$ cat src/rtl/imm_encoder.sv
// Packs a 64-bit immediate plus register/opcode fields into an RV64 I/S-type word, with range check.
// Latency: entry is at the buffer head the cycle after acceptance; 2-entry FIFO, no bypass.
// Backpressure: in_ready depends only on occupancy (low when FULL), never on out_ready.
module imm_encoder (
   input  logic        clk,
   input  logic        rst_n,
   input  logic        in_valid,
   output logic        in_ready,
   input  logic [63:0] in_imm,
   input  logic [3:0]  in_sel,
   input  logic [4:0]  in_rs1,
   input  logic [4:0]  in_rs2_rd,
   input  logic [2:0]  in_funct3,
   input  logic [6:0]  in_opcode,
   output logic        out_valid,
   input  logic        out_ready,
   output logic [31:0] out_instr,
   output logic        out_err,
   output logic [15:0] cnt_ok,
   output logic [15:0] cnt_err
);

   typedef enum logic [1:0] {
      ST_EMPTY = 2'd0,
      ST_ONE   = 2'd1,
      ST_FULL  = 2'd2
   } state_t;

   state_t      r_state;
   state_t      w_state_nxt;
   logic        r_wptr;
   logic        r_rptr;
   logic [32:0] r_mem [2];
   logic [32:0] r_last;

   logic        w_push;
   logic        w_pop;
   logic        w_sel_ok;
   logic        w_range_ok;
   logic        w_legal;
   logic [31:0] w_instr_i;
   logic [31:0] w_instr_s;
   logic [32:0] w_entry;
   logic [32:0] w_head;

   assign in_ready  = (r_state != ST_FULL);
   assign out_valid = (r_state != ST_EMPTY);
   assign w_push    = in_valid && in_ready;
   assign w_pop     = out_valid && out_ready;

   // Fits in signed 12 bits iff bits 63:11 are a pure sign extension of bit 11.
   assign w_sel_ok   = (in_sel == 4'd0) || (in_sel == 4'd1);
   assign w_range_ok = (&in_imm[63:11]) || !(|in_imm[63:11]);
   assign w_legal    = w_sel_ok && w_range_ok;

   assign w_instr_i = {in_imm[11:0], in_rs1, in_funct3, in_rs2_rd, in_opcode};
   assign w_instr_s = {in_imm[11:5], in_rs2_rd, in_rs1, in_funct3, in_imm[4:0], in_opcode};

   always_comb begin
      w_entry = {1'b1, 32'h0000_0013};
      if (w_legal) begin
         w_entry = {1'b0, (in_sel == 4'd0) ? w_instr_i : w_instr_s};
      end
   end

   // When empty the head shows the most recently popped entry.
   assign w_head    = out_valid ? r_mem[r_rptr] : r_last;
   assign out_err   = w_head[32];
   assign out_instr = w_head[31:0];

   always_comb begin
      w_state_nxt = r_state;
      case (r_state)
         ST_EMPTY: if (w_push) w_state_nxt = ST_ONE;
         ST_ONE: begin
            if (w_push && !w_pop)      w_state_nxt = ST_FULL;
            else if (w_pop && !w_push) w_state_nxt = ST_EMPTY;
         end
         ST_FULL:  if (w_pop) w_state_nxt = ST_ONE;
         default:  w_state_nxt = ST_EMPTY;
      endcase
   end

   always_ff @(posedge clk or negedge rst_n) begin
      if (!rst_n) begin
         r_state <= ST_EMPTY;
      end else begin
         r_state <= w_state_nxt;
      end
   end

   always_ff @(posedge clk or negedge rst_n) begin
      if (!rst_n) begin
         r_wptr <= 1'b0;
         r_rptr <= 1'b0;
         r_last <= '0;
         for (int i = 0; i < 2; i++) begin
            r_mem[i] <= '0;
         end
      end else begin
         if (w_push) begin
            r_mem[r_wptr] <= w_entry;
            r_wptr        <= ~r_wptr;
         end
         if (w_pop) begin
            r_last <= r_mem[r_rptr];
            r_rptr <= ~r_rptr;
         end
      end
   end

   always_ff @(posedge clk or negedge rst_n) begin
      if (!rst_n) begin
         cnt_ok  <= '0;
         cnt_err <= '0;
      end else if (w_push) begin
         if (w_legal && (cnt_ok != 16'hFFFF)) begin
            cnt_ok <= cnt_ok + 16'd1;
         end
         if (!w_legal && (cnt_err != 16'hFFFF)) begin
            cnt_err <= cnt_err + 16'd1;
         end
      end
   end

endmodule

$ cat config.mk
export PLATFORM = sky130hd
export DESIGN_NAME = imm_encoder
export DESIGN_NICKNAME = d
export VERILOG_FILES = /design/src/rtl/imm_encoder.sv
export SDC_FILE = /design/constraint.sdc
export NUM_CORES = 1
export LEC_CHECK = 0
export ABC_AREA = 1
export ABC_CLOCK_PERIOD_IN_PS = 2250
export CAP_MARGIN = 15
export CORE_UTILIZATION = 35
export DETAILED_ROUTE_END_ITERATION = 8
export PLACE_DENSITY = 0.55
export SLEW_MARGIN = 10
export SYNTH_ARGS = -nofsm -noshare
export SYNTH_HDL_FRONTEND = slang
export SYNTH_SLANG_ARGS = --single-unit
$ cat constraint.sdc
create_clock -name clk -period 2.25 [get_ports clk]
set_input_delay 0.225 -clock clk [delete_from_list [all_inputs] [get_ports clk]]
set_output_delay 0.225 -clock clk [all_outputs]
set_load 0.02 [all_outputs]
# After elaboration in Yosys (flattened, before gate mapping)
# Index checks and enable logic that the tools add are counted.
# totals
register_bits	135
inputBits	92
out_inout_bits	67
elab_cells	62
# op_classes
addsub	2
n_lt_le_gt_ge	3
n_eq_ne	9
mux	14
bitwise	4
reduce_logical	22
# op_table
operator	count
33-bit 2-to-1 mux	6
66-bit bitwise mux	1
53-bit AND reduction	1
53-bit OR reduction	1
33-bit demux with 1-bit select	1
16-bit by 1-bit adder with 16-bit output (second input constant)	2
16-bit != test (second input constant)	2
25-bit 2-to-1 mux	1
1-bit logical AND	8
2-bit 2-to-1 mux	4
2-bit != test (second input constant)	3
2-bit case mux with 3 select lines	1
4-bit by 1-bit equality test with 1-bit output (second input constant)	1
2-bit >= comparator (second input constant)	2
1-bit logical NOT	4
4-bit logical NOT	1
1-bit NOT with 2-bit output	2
2-bit AND reduction	2
3-bit != test (second input constant)	1
3-bit AND reduction	1
2-bit by 1-bit equality test with 1-bit output (second input constant)	1
2-bit equality test (second input constant)	1
2-bit logical NOT	1
1-bit logical OR	2
3 further kinds	4

# Logic depth before layout (Yosys ltp)
# Gate-level depths: netlist (run 1).
# logic_depth
ltp_word	7
mapped_depth	13
mapped_depth_nobuf	12

# Least setup slack after synthesis (run 1)
# OpenSTA, ideal clock, no wires.
# synth_timing
kind	reg2reg
from	register r_state[1]
to	register r_state[1]
setup_time_ps	129
arrival_time_ps	1773
required_ps	2121
slack_ps	348
stages_incl_launch_ff	9
period_less_slack_ps	1902
path_cell_list	dfrtp_1 > a21boi_4 > buf_2 > buf_2 > ha_1 > nand3_1 > o21ai_0 > a31oi_1 > a21oi_1
# synth_between
elab_chain_len	6
word_cells_on_any_way	17
classes_between	eq/ne: 6; mux: 2; reduce/logical: 9
# synth_lines
item	line_no	text
start, declared	29	state_t r_state;
start signal, assigned	88	r_state <= w_state_nxt;
2-bit != test (*)	46	assign in_ready = (r_state != ST_FULL);
1-bit logical AND (*)	48	assign w_push = in_valid && in_ready;
net w_push	36	logic w_push;
1-bit logical NOT	77	else if (w_pop && !w_push) w_state_nxt = ST_EMPTY;
1-bit logical AND	77	
3-bit != test (no source line)	-	
3-bit AND reduction (no source line)	-	
# Mark *: on every way through the listed nets, which the timed path passes. The rest lies on a longest branch.
# A chain may end at the register's enable or synchronous reset.

# Final worst setup path (run 1)
# layout_timing
from	register r_state[0]
to	output port out_instr[27]
# layout_between
elab_chain_len	2
# layout_lines
item	line_no	text
2-bit nonzero test	47	assign out_valid = (r_state != ST_EMPTY);
33-bit 2-to-1 mux	67	assign w_head = out_valid ? r_mem[r_rptr] : r_last;
end, declared	17	output logic [31:0] out_instr,
# Every way passes these cells.

==> results of run 1 <==
[metal layers]
layer	vias to the layer above	track usage, %	part of all wire [%]	routed length (um)
met1	3233	27.8	49	10200
met3	19	4.62	4.8	1000
li1	3591	-	-	-
met4	0	5.56	1.2	257
met2	137	31.2	45	9260
met5	-	0	0	0
[synthesized netlist by cell type, types with 2 or more instances]
master,number
sky130_fd_sc_hd__nor3_1,10
sky130_fd_sc_hd__inv_1,133
sky130_fd_sc_hd__nor2_1,57
sky130_fd_sc_hd__nand2_4,2
sky130_fd_sc_hd__clkbuf_1,22
sky130_fd_sc_hd__o21ai_1,26
sky130_fd_sc_hd__ha_1,3
sky130_fd_sc_hd__inv_2,4
sky130_fd_sc_hd__nand4_4,2
sky130_fd_sc_hd__buf_2,19
sky130_fd_sc_hd__nand2_1,380
sky130_fd_sc_hd__mux2i_1,6
sky130_fd_sc_hd__buf_6,5
sky130_fd_sc_hd__dfrtp_1,135
sky130_fd_sc_hd__xnor2_1,7
sky130_fd_sc_hd__nor2_2,17
sky130_fd_sc_hd__nand3b_1,2
sky130_fd_sc_hd__o21ai_0,98
sky130_fd_sc_hd__xor2_1,13
sky130_fd_sc_hd__nand3_1,33
sky130_fd_sc_hd__nand4_1,40
sky130_fd_sc_hd__nor2_4,11
sky130_fd_sc_hd__nand2_2,2
sky130_fd_sc_hd__o22ai_1,4
[what timing repair did]
item	4_1_cts	5_1_grt
endpoints found under the setup margin	33	12
hold buffers	1	0
cloned	0	0
hold endpoints to repair	56	0
gates resized for setup	45	24
[sequential cells by signal, summed over array words and instances (netlist names)]
name / count
r_wptr: 1
r_state: 2
r_last: 33
r_rptr: 1
r_mem: 66
cnt_ok: 16
cnt_err: 16
[cells in the final DEF, fill, tap and decap left out, types with 3 or more instances in the layout]
master / instances
sky130_fd_sc_hd__mux2i_1: 6
sky130_fd_sc_hd__inv_2: 5
sky130_fd_sc_hd__nor2_2: 18
sky130_fd_sc_hd__clkdlybuf4s50_1: 123
sky130_fd_sc_hd__buf_4: 20
sky130_fd_sc_hd__inv_1: 132
sky130_fd_sc_hd__clkinv_4: 3
sky130_fd_sc_hd__inv_6: 6
sky130_fd_sc_hd__dfrtp_1: 135
sky130_fd_sc_hd__clkbuf_2: 6
sky130_fd_sc_hd__dlygate4sd2_1: 24
sky130_fd_sc_hd__o21ai_0: 86
sky130_fd_sc_hd__clkdlybuf4s15_1: 3
sky130_fd_sc_hd__nor3_1: 10
sky130_fd_sc_hd__nor2_1: 55
sky130_fd_sc_hd__nand4_1: 40
sky130_fd_sc_hd__buf_12: 7
sky130_fd_sc_hd__xnor2_1: 7
sky130_fd_sc_hd__o21ai_1: 38
sky130_fd_sc_hd__nor2_4: 12
sky130_fd_sc_hd__nand2_1: 380
sky130_fd_sc_hd__ha_1: 3
sky130_fd_sc_hd__nand3_1: 33
sky130_fd_sc_hd__o22ai_1: 4
sky130_fd_sc_hd__clkbuf_16: 17
sky130_fd_sc_hd__inv_8: 3
sky130_fd_sc_hd__xor2_1: 13
[logic make-up after synthesis]
| group | Yosys count | synth area share, % |
|---|---|---|
| AO/OA/AOI/OAI | 132 | 9.00 |
| XOR/XNOR | 20 | 2.30 |
| adder cells (fa/ha/maj) | 3 | 0.494 |
| buffers and inverters | 185 | 9.99 |
| flip-flops | 135 | 44.4 |
| multiplexers | 6 | 0.790 |
| AND/OR/NAND/NOR | 564 | 33.0 |
[through the flow]
step	cell area (sq um)	instances	utilization (%)	total power, mW
5_1_grt	10100	1492	47.8	8.18
4_1_cts	10100	1492	47.9	7.81
3_5_place_dp	9600	1459	45.4	5.12
6_report	10100	1493	47.9	7.71
3_3_place_gp	9600	1459	45.4	5.10
2_1_floorplan	7600	1045	-	4.09
[power groups by stage]
| stage | clock (mW) | sequential, mW | combinational, mW |
|---|---|---|---|
| floorplan | 0 | 2.83 | 1.27 |
| global placement | 0 | 2.81 | 2.30 |
| detailed placement | 0 | 2.81 | 2.32 |
| CTS | 2.77 | 2.76 | 2.28 |
| global route | 2.87 | 2.79 | 2.52 |
| finish | 2.69 | 2.76 | 2.25 |
[final timing paths]
check	start	to	slack [ns]	cells past startpoint
max	r_state[0]	out_instr[27]	0.07	5
min	rst_n	r_last[18]	0.35	2
max reg2reg	cnt_ok[0]	cnt_ok[3]	0.33	9
min reg2reg	r_mem[5]	r_mem[5]	0.48	2
max in group asynchronous	rst_n	r_last[11]	1.19	3
min in group clk	in_opcode[5]	r_mem[5]	0.44	5
[worst max-delay path, delay by kind of cell, from the launching register on]
kind	cells	cell delay [ns]
simple gates	1	0.17
flops	1	0.41
compound gates	1	0.27
buf+inv	3	0.66
[area by class of cell]
cell class	instances	area [sq um]	area share (%)
Multi-Input combinational cell	725	3470	34.3
Tap cell	275	344	3.40
Timing Repair Buffer	187	1840	18.1
Clock buffer	18	439	4.34
Clock inverter	14	128	1.26
Antenna cell	1	2.50	0.0247
Inverter	138	519	5.13
Sequential cell	135	3380	33.4
==> impl_metrics.yaml, run 1 <==
run_status:
  status: "complete, no violations"
setup_path:
  timing.critical_path.arrival_ns: 1.96
  worstSetupPathType: "register to output port"
  critPathLaunchType: "register"
  cpMaxStageDelayCell: "sky130_fd_sc_hd__dfrtp_1"
  cp.required_ns: 2.03
  critical_path.max_fanout: 30
  crit_path_cell_trace: "nor2_1 > inv_2 > buf_12 > o21ai_0 > clkdlybuf4s15_1"
  crit_path_end_kind: "output port"
  max_stage_delay_ns: 0.41
flow_run:
  max-cap-violations: 0
final_layout:
  post_route_cells_drive_above_1_share_pct: 9.53
  area_growth_pct: 33.1
  final_nets: 1299
  fillerInstances: 2156
sta:
  timing.final.crit_period_ns: 2.18
  setup_slack_ns: 0.0684
  fin_worst_hold_slack_ns: 0.348
  unrepaired_setup_endpoints_after_global_routing: "no"
  finalSetupViolCount: 0
  tightestPinTransition_ns: 0.695
  hold_violations: 0
  skew_ns: 0.00983
  period_share_pct: 97.0
  fmaxAchievable_ghz: 0.458
  final.setup.tns_ns: 0
  slew_headroom_pct: 53.6
  report.final.slew_viol_count: 0
floorplanning:
  core-area_sq_um: 21200
  starting_density_of_the_core_pct: 35.9
  top_level_ports: 159
  fp_rows: 53
  fp.dieH_um: 149
  chipWidth_um: 149
  die_area_sq_um: 22300
route:
  detail-route-antenna-nets: 0
  routed_wire_length_per_instance_um: 13.9
  first_pass_iters: 5
  detail_route.vias_per_cell: 4.68
  wirelength_mm: 20.7
  detailedRoute.firstIterationViolations: 411
  drc_violation_count_after_routing: 0
  detailroute.via_count: 6980
yosys:
  synth_largest_type_area_fraction_pct: 44.4
  synth.distinct_cells: 38
  ys_ff_latch: 135
  postSynthCellCount: 1045
  syn_avg_cell_area_sq_um: 7.27
  synth_enable_flop_cells: 0
  synth_area_leaders: "sky130_fd_sc_hd__dfrtp_1, sky130_fd_sc_hd__nand2_1, sky130_fd_sc_hd__inv_1"
  ys_dominant_reg_cell: "sky130_fd_sc_hd__dfrtp_1"
  seq_area_frac_synth_pct: 44.4
  asyncSetResetFlopFracSynth_pct: 100
  synthDominantAreaCellType: "sky130_fd_sc_hd__dfrtp_1"
  syn-num-nets: 1140
  yosys_warns: 0
  syn-cell-area_sq_um: 7600
place:
  routabilityCongestion: 0.827
  portBuffers: 158
  total_half_perimeter_wirelength_after_legalization_and_detailed_placement_mm: 14.8
  post_placement_setup_slack_ns: 0.135
clocking:
  tritoncts: "yes"
  path_clk_slew_ns: 0.07
  cts-root-to-sink-buffers: 2
  h_tree_depth: 4
  clock_sinks: 135
  post-cts-setup-buffer-count: 0
  cts_root_buffer: "sky130_fd_sc_hd__clkbuf_16"
  worstSkewPairLatency_ns: 0.43
  cts_buffers: 17
global_route:
  global_route_wire_length_before_repair_mm: 34.7
  groute.usage.overall_pct: 20.1
  gr-total-overflow: 0
  grt_pass1_vias: 6732
  grt_antenna_before_repair: 1
  grt_start_max_net_pins: 68
power:
  leakage_power_nw: 4.88
  clockPowerShare_pct: 35.0
  power.switching_fraction_pct: 36.9
  cellInternalPower_mw: 4.87
  part_of_the_power_in_registers_pct: 35.9
  net-switching-power_mw: 2.84
  power_per_standard_cell_area_nw_per_um2: 762
  power.share.combinational_pct: 29.2
  peakVddDrop_mv: 0.589
worst_hold_path:
  worstHoldPathType: "input port to async pin"
No activity file was read; power rests on OpenSTA's default activity.
==> run 2, diff against run 1 <==
RECOVER_POWER = 50   (was unset)
==> run 2 against run 1 <==
  * The flow now finishes with violations (capacitance limit, slew limit)
  * Design area fell by 0.48%
  * Routed wire length fell by 0.15%
  * Clock power barely moved
  * Non-clock buffer count did not move
==> impl_metrics.yaml, run 2 (same netlist as run 1, synthesis figures left out) <==
setup_path:
  worstSetupPathType: "register to output port"
  cp.required_ns: 2.03
  timing.critical_path.arrival_ns: 1.96
  critPathLaunchType: "register"
  crit_path_end_kind: "output port"
  critical_path.max_fanout: 30
floorplanning:
  chipWidth_um: 149
  core-area_sq_um: 21200
  fp.dieH_um: 149
  starting_density_of_the_core_pct: 35.9
  top_level_ports: 159
  die_area_sq_um: 22300
  fp_rows: 53
clocking:
  path_clk_slew_ns: 0.06
  tritoncts: "yes"
  cts_root_buffer: "sky130_fd_sc_hd__clkbuf_16"
  worstSkewPairLatency_ns: 0.43
  clock_sinks: 135
  cts_buffers: 17
  cts-root-to-sink-buffers: 2
  post-cts-setup-buffer-count: 0
  h_tree_depth: 4
global_route:
  met3_track_usage_gr_pct: 4.62
  grt.met1_usage_pct: 27.8
  groute.usage.overall_pct: 20.1
  met2_usage_pct: 31.2
  grt-busiest-layer: "met2"
  global_route_wire_length_before_repair_mm: 34.7
  grt_antenna_before_repair: 1
  grt_pass1_vias: 6732
  grt_start_max_net_pins: 68
  gr-total-overflow: 0
sta:
  final.setup.tns_ns: 0
  report.final.slew_viol_count: 60
  unrepaired_setup_endpoints_after_global_routing: "no"
  fmaxAchievable_ghz: 0.459
  setup_slack_ns: 0.0691
  period_share_pct: 96.9
  slew_headroom_pct: -8.29
  finalSetupViolCount: 0
  skew_ns: 0.00983
  timing.final.crit_period_ns: 2.18
  hold_violations: 0
  tightestPinTransition_ns: 1.62
final_layout:
  layout_top_registers: "r_mem x66, r_last x33"
  area_growth_pct: 32.5
  final_nets: 1299
  mostFrequentLayoutCells: "sky130_fd_sc_hd__nand2_1, sky130_fd_sc_hd__dfrtp_1, sky130_fd_sc_hd__inv_1"
  postLayoutCellArea_sq_um: 10100
  max_reg_flops: 66
  post_route_cells_drive_above_1_share_pct: 9.20
  leading_cell_type_in_the_layout_fill_and_taps_excluded: "sky130_fd_sc_hd__nand2_1"
  postLayoutCoreUtil_pct: 47.6
  top_register: "r_mem"
power:
  peakVddDrop_mv: 0.586
  power_mw: 7.70
  leakage_power_nw: 4.87
  power_per_standard_cell_area_nw_per_um2: 764
place:
  post_placement_setup_slack_ns: 0.135
  portBuffers: 158
  total_half_perimeter_wirelength_after_legalization_and_detailed_placement_mm: 14.8
  place_area_sq_um: 9600
  routabilityCongestion: 0.827
route:
  detail-route-antenna-nets: 0
  routed_wire_length_per_instance_um: 13.9
  detail_route.vias_per_cell: 4.67
  detailedRoute.firstIterationViolations: 386
  drc_violation_count_after_routing: 0
  first_pass_iters: 5
  wirelength_mm: 20.7
  detailroute.via_count: 6978
worst_hold_path:
  worstHoldPathType: "input port to register"
flow_run:
  max-cap-violations: 1
run_status:
  status: "finished, violations left"
  violated_checks: "capacitance limit, slew limit"
==> run 2: cell types whose count changed in the layout (fill, tap and decap cells not counted), sizes merged <==
cell / before / now
dlygate4sd3: 1 / 4
buf: 29 / 26
clkbuf: 24 / 27
clkdlybuf4s50: 123 / 120
==> run 2: cell type report <==
| cell class | instances | area [sq um] |
|---|---|---|
| flip-flops and latches | 135 | 3380 |
| diodes | 1 | 2.50 |
| well taps | 275 | 344 |
| repair buffers | 187 | 1810 |
| fillers | 2165 | 11100 |
| clock inverters | 14 | 128 |
| clock buffers | 18 | 439 |
| multi-input cells | 725 | 3450 |
| inverters | 138 | 519 |
==> run 2: critical path, stage by stage (launching register included) <==
cell and delay, ns:
sky130_fd_sc_hd__dfrtp_1 0.41, sky130_fd_sc_hd__nor2_1 0.16, sky130_fd_sc_hd__inv_2 0.13, sky130_fd_sc_hd__buf_12 0.18, sky130_fd_sc_hd__o21ai_0 0.28, sky130_fd_sc_hd__clkdlybuf4s15_1 0.36
==> run 2: stage by stage <==
stage	instances	hold WS [ns]
after floorplan	1045	-0.0706
after global routing	1492	0.468
after global placement	1459	0.262
final	1493	0.449
after CTS	1492	0.369
after detailed placement	1459	0.259
==> run 2: final timing paths <==
path,slack (ns),cells past startpoint,endpoint,start
min in group asynchronous,0.75,2,r_last[18],rst_n
setup / recovery,0.07,5,out_instr[27],r_state[0]
hold / removal,0.45,5,r_mem[3],in_opcode[3]
setup reg to reg,0.24,5,r_last[27],r_state[0]
hold reg to reg,0.48,2,r_mem[23],r_mem[23]
max in group asynchronous,0.35,3,r_mem[45],rst_n
==> run 2: what timing repair did <==
action / CTS / global route
cloned: 0 / 0
hold endpoints to repair: 56 / 0
hold buffers: 1 / 0
gates resized for setup: 45 / 24
endpoints found under the setup margin: 33 / 12
==> run 2: layer usage <==
layer	part of all wire, %	routed length [um]
met2	45	9270
met1	49	10200
met4	1.2	244
met5	0	0
met3	4.7	973
==> run 2: power breakdown <==
part	switching (mW)	internal, mW	total (mW)
clock	1.21	1.49	2.69
sequential	0.150	2.62	2.77
combinational	1.48	0.754	2.24
total	2.84	4.86	7.70
==> run 3, diff against run 2 <==
SKIP_CTS_REPAIR_TIMING = 1   (was unset)
==> run 3 against run 2 <==
  * The flow still finishes with violations (capacitance limit, slew limit)
  * Critical path depth is 3 higher
  * Combinational power hardly changed
  * Design area is 1.3% higher
  * First-iteration DRC count is 2.3% lower
  * Sequential cell count stayed put
  * Total power is 0.29% higher
  * Critical endpoint is now out_instr[0]
  * Largest cell class unchanged
==> impl_metrics.yaml, run 3 (same netlist as run 1, synthesis figures left out) <==
run_status:
  status: "finished, violations left"
  violated_checks: "capacitance limit, slew limit"
sta:
  fmaxAchievable_ghz: 0.478
  unrepaired_setup_endpoints_after_global_routing: "yes"
  timing.final.crit_period_ns: 2.09
  slew_headroom_pct: -8.47
  setup_slack_ns: 0.157
  tightestPinTransition_ns: 1.63
  skew_ns: 0.00949
  report.final.slew_viol_count: 60
  finalSetupViolCount: 0
  hold_violations: 0
  period_share_pct: 93.0
setup_path:
  timing.critical_path.arrival_ns: 1.87
  cp_common_cell: "sky130_fd_sc_hd__nand2_1"
  worstRegToRegCells: 5
  r2r-end: "r_last[27]"
  cpMaxStageDelayCell: "sky130_fd_sc_hd__dfrtp_1"
  worstSetupPathType: "register to output port"
  critical_path.max_fanout: 34
  critPathLaunchType: "register"
  crit_path_cell_trace: "buf_12 > clkinvlp_4 > buf_4 > nand2_1 > nand2_1 > nand2_1 > o21ai_0 > clkbuf_2"
  setup_slack_of_the_most_critical_reg_to_reg_path_ns: 0.25
  max_stage_delay_ns: 0.40
  timing.critical_path.max_delay_family: "buffers and inverters"
  path_buf_inv: 4
  crit_path_end_kind: "output port"
  worst_r2r_startpoint: "r_state[0]"
  cp.required_ns: 2.03
clocking:
  tritoncts: "yes"
  cts_root_buffer: "sky130_fd_sc_hd__clkbuf_16"
  cts_buffers: 17
  h_tree_depth: 4
  worstSkewPairLatency_ns: 0.42
  cts-root-to-sink-buffers: 2
  path_clk_slew_ns: 0.07
  clock_sinks: 135
final_layout:
  max_reg_flops: 66
  leading_cell_type_in_the_layout_fill_and_taps_excluded: "sky130_fd_sc_hd__nand2_1"
  mostFrequentLayoutCells: "sky130_fd_sc_hd__nand2_1, sky130_fd_sc_hd__dfrtp_1, sky130_fd_sc_hd__inv_1"
  fin_cells: 1494
  final_nets: 1300
  multi_input_gate_area_sq_um: 3460
  top_register: "r_mem"
  layout_top_registers: "r_mem x66, r_last x33"
  postLayoutCellArea_sq_um: 10200
  post_route_cells_drive_above_1_share_pct: 9.03
  regArea_sq_um: 3380
  fillerInstances: 2132
  area_growth_pct: 34.3
floorplanning:
  fp_rows: 53
  fp.dieH_um: 149
  core-area_sq_um: 21200
  starting_density_of_the_core_pct: 35.9
  chipWidth_um: 149
  top_level_ports: 159
  die_area_sq_um: 22300
power:
  peakVddDrop_mv: 0.584
  cellInternalPower_mw: 4.87
  power.share.combinational_pct: 29.3
  net-switching-power_mw: 2.84
  leakage_power_nw: 5.31
  power.switching_fraction_pct: 36.9
  part_of_the_power_in_registers_pct: 35.8
  clockPowerShare_pct: 34.9
  power_per_standard_cell_area_nw_per_um2: 756
  power_mw: 7.72
route:
  first_pass_iters: 5
  detailroute.via_count: 6971
  wirelength_mm: 20.8
  routed_wire_length_per_instance_um: 13.9
  detail_route.vias_per_cell: 4.67
  detailedRoute.firstIterationViolations: 377
  drc_violation_count_after_routing: 0
  detail-route-antenna-nets: 0
global_route:
  groute.usage.overall_pct: 20.0
  gr-total-overflow: 0
  grt_start_max_net_pins: 68
  grt_antenna_before_repair: 1
  global_route_wire_length_before_repair_mm: 34.7
  grt_pass1_vias: 6713
worst_hold_path:
  worstHoldPathType: "input port to register"
  hold_path_end: "r_mem[5]"
  whs_path_depth: 5
  hold_path_startpoint: "in_opcode[5]"
place:
  portBuffers: 158
  post_placement_setup_slack_ns: 0.135
  place.detailed.instances: 1459
  total_half_perimeter_wirelength_after_legalization_and_detailed_placement_mm: 14.8
  routabilityCongestion: 0.827
  place_area_sq_um: 9600
flow_run:
  max-cap-violations: 1
==> run 3: cell types whose count changed in the layout (fill, tap and decap cells not counted), sizes merged <==
cell           change
clkinvlp           +1
dlymetal6s2s      +30
dlygate4sd2       -24
buf                +1
clkdlybuf4s15      -3
clkbuf             -3
clkinv             -1
==> run 3: final cells by class <==
type / instances / share of cell area (%)
Clock inverter: 14 / 1.25
Antenna cell: 1 / 0.0245
Clock buffer: 18 / 4.30
Inverter: 138 / 5.11
Multi-Input combinational cell: 725 / 33.9
Tap cell: 275 / 3.37
Sequential cell: 135 / 33.1
Timing Repair Buffer: 188 / 18.9
==> run 3: per-stage QoR <==
stage	hold slack (ns)	setup TNS [ns]	util (%)
after floorplan	-0.0706	0	-
after global placement	0.262	0	45.4
after detailed placement	0.259	0	45.4
after CTS	-0.204	-5.59	48.0
after global routing	0.468	-0.0301	48.2
final	0.451	0	48.3
==> run 3: per-layer routing <==
layer  GRT usage (%)  vias up  part of all wire, %
met5               0        -                    0
met4            5.56        0                  1.2
met3            4.62       19                  4.3
met2            31.1      125                   45
met1            27.8     3232                   50
li1                -     3595                    -
==> run 3: worst min-delay path, cell delays in order <==
cell,delay (ns)
sky130_fd_sc_hd__clkdlybuf4s50_1,0.39
sky130_fd_sc_hd__inv_1,0.08
sky130_fd_sc_hd__nor2_2,0.05
sky130_fd_sc_hd__nand2_1,0.06
sky130_fd_sc_hd__nand2_1,0.04
==> run 3: worst max path at each step <==
stage / startpoint / endpoint / cells past startpoint
2_1_floorplan: r_state[1] / r_state[1] / 8
3_3_place_gp: r_rptr / out_instr[7] / 5
3_5_place_dp: in_imm[11] / cnt_err[0] / 12
4_1_cts: r_rptr / out_instr[7] / 5
5_1_grt: r_rptr / out_instr[1] / 8
6_report: r_rptr / out_instr[0] / 8
==> run 3: power groups by stage <==
| stage | logic, mW | clock network [mW] | registers (mW) |
|---|---|---|---|
| floorplan | 1.27 | 0 | 2.83 |
| global placement | 2.30 | 0 | 2.81 |
| detailed placement | 2.32 | 0 | 2.81 |
| CTS | 2.32 | 2.77 | 2.76 |
| global route | 2.53 | 2.87 | 2.79 |
| finish | 2.26 | 2.69 | 2.77 |
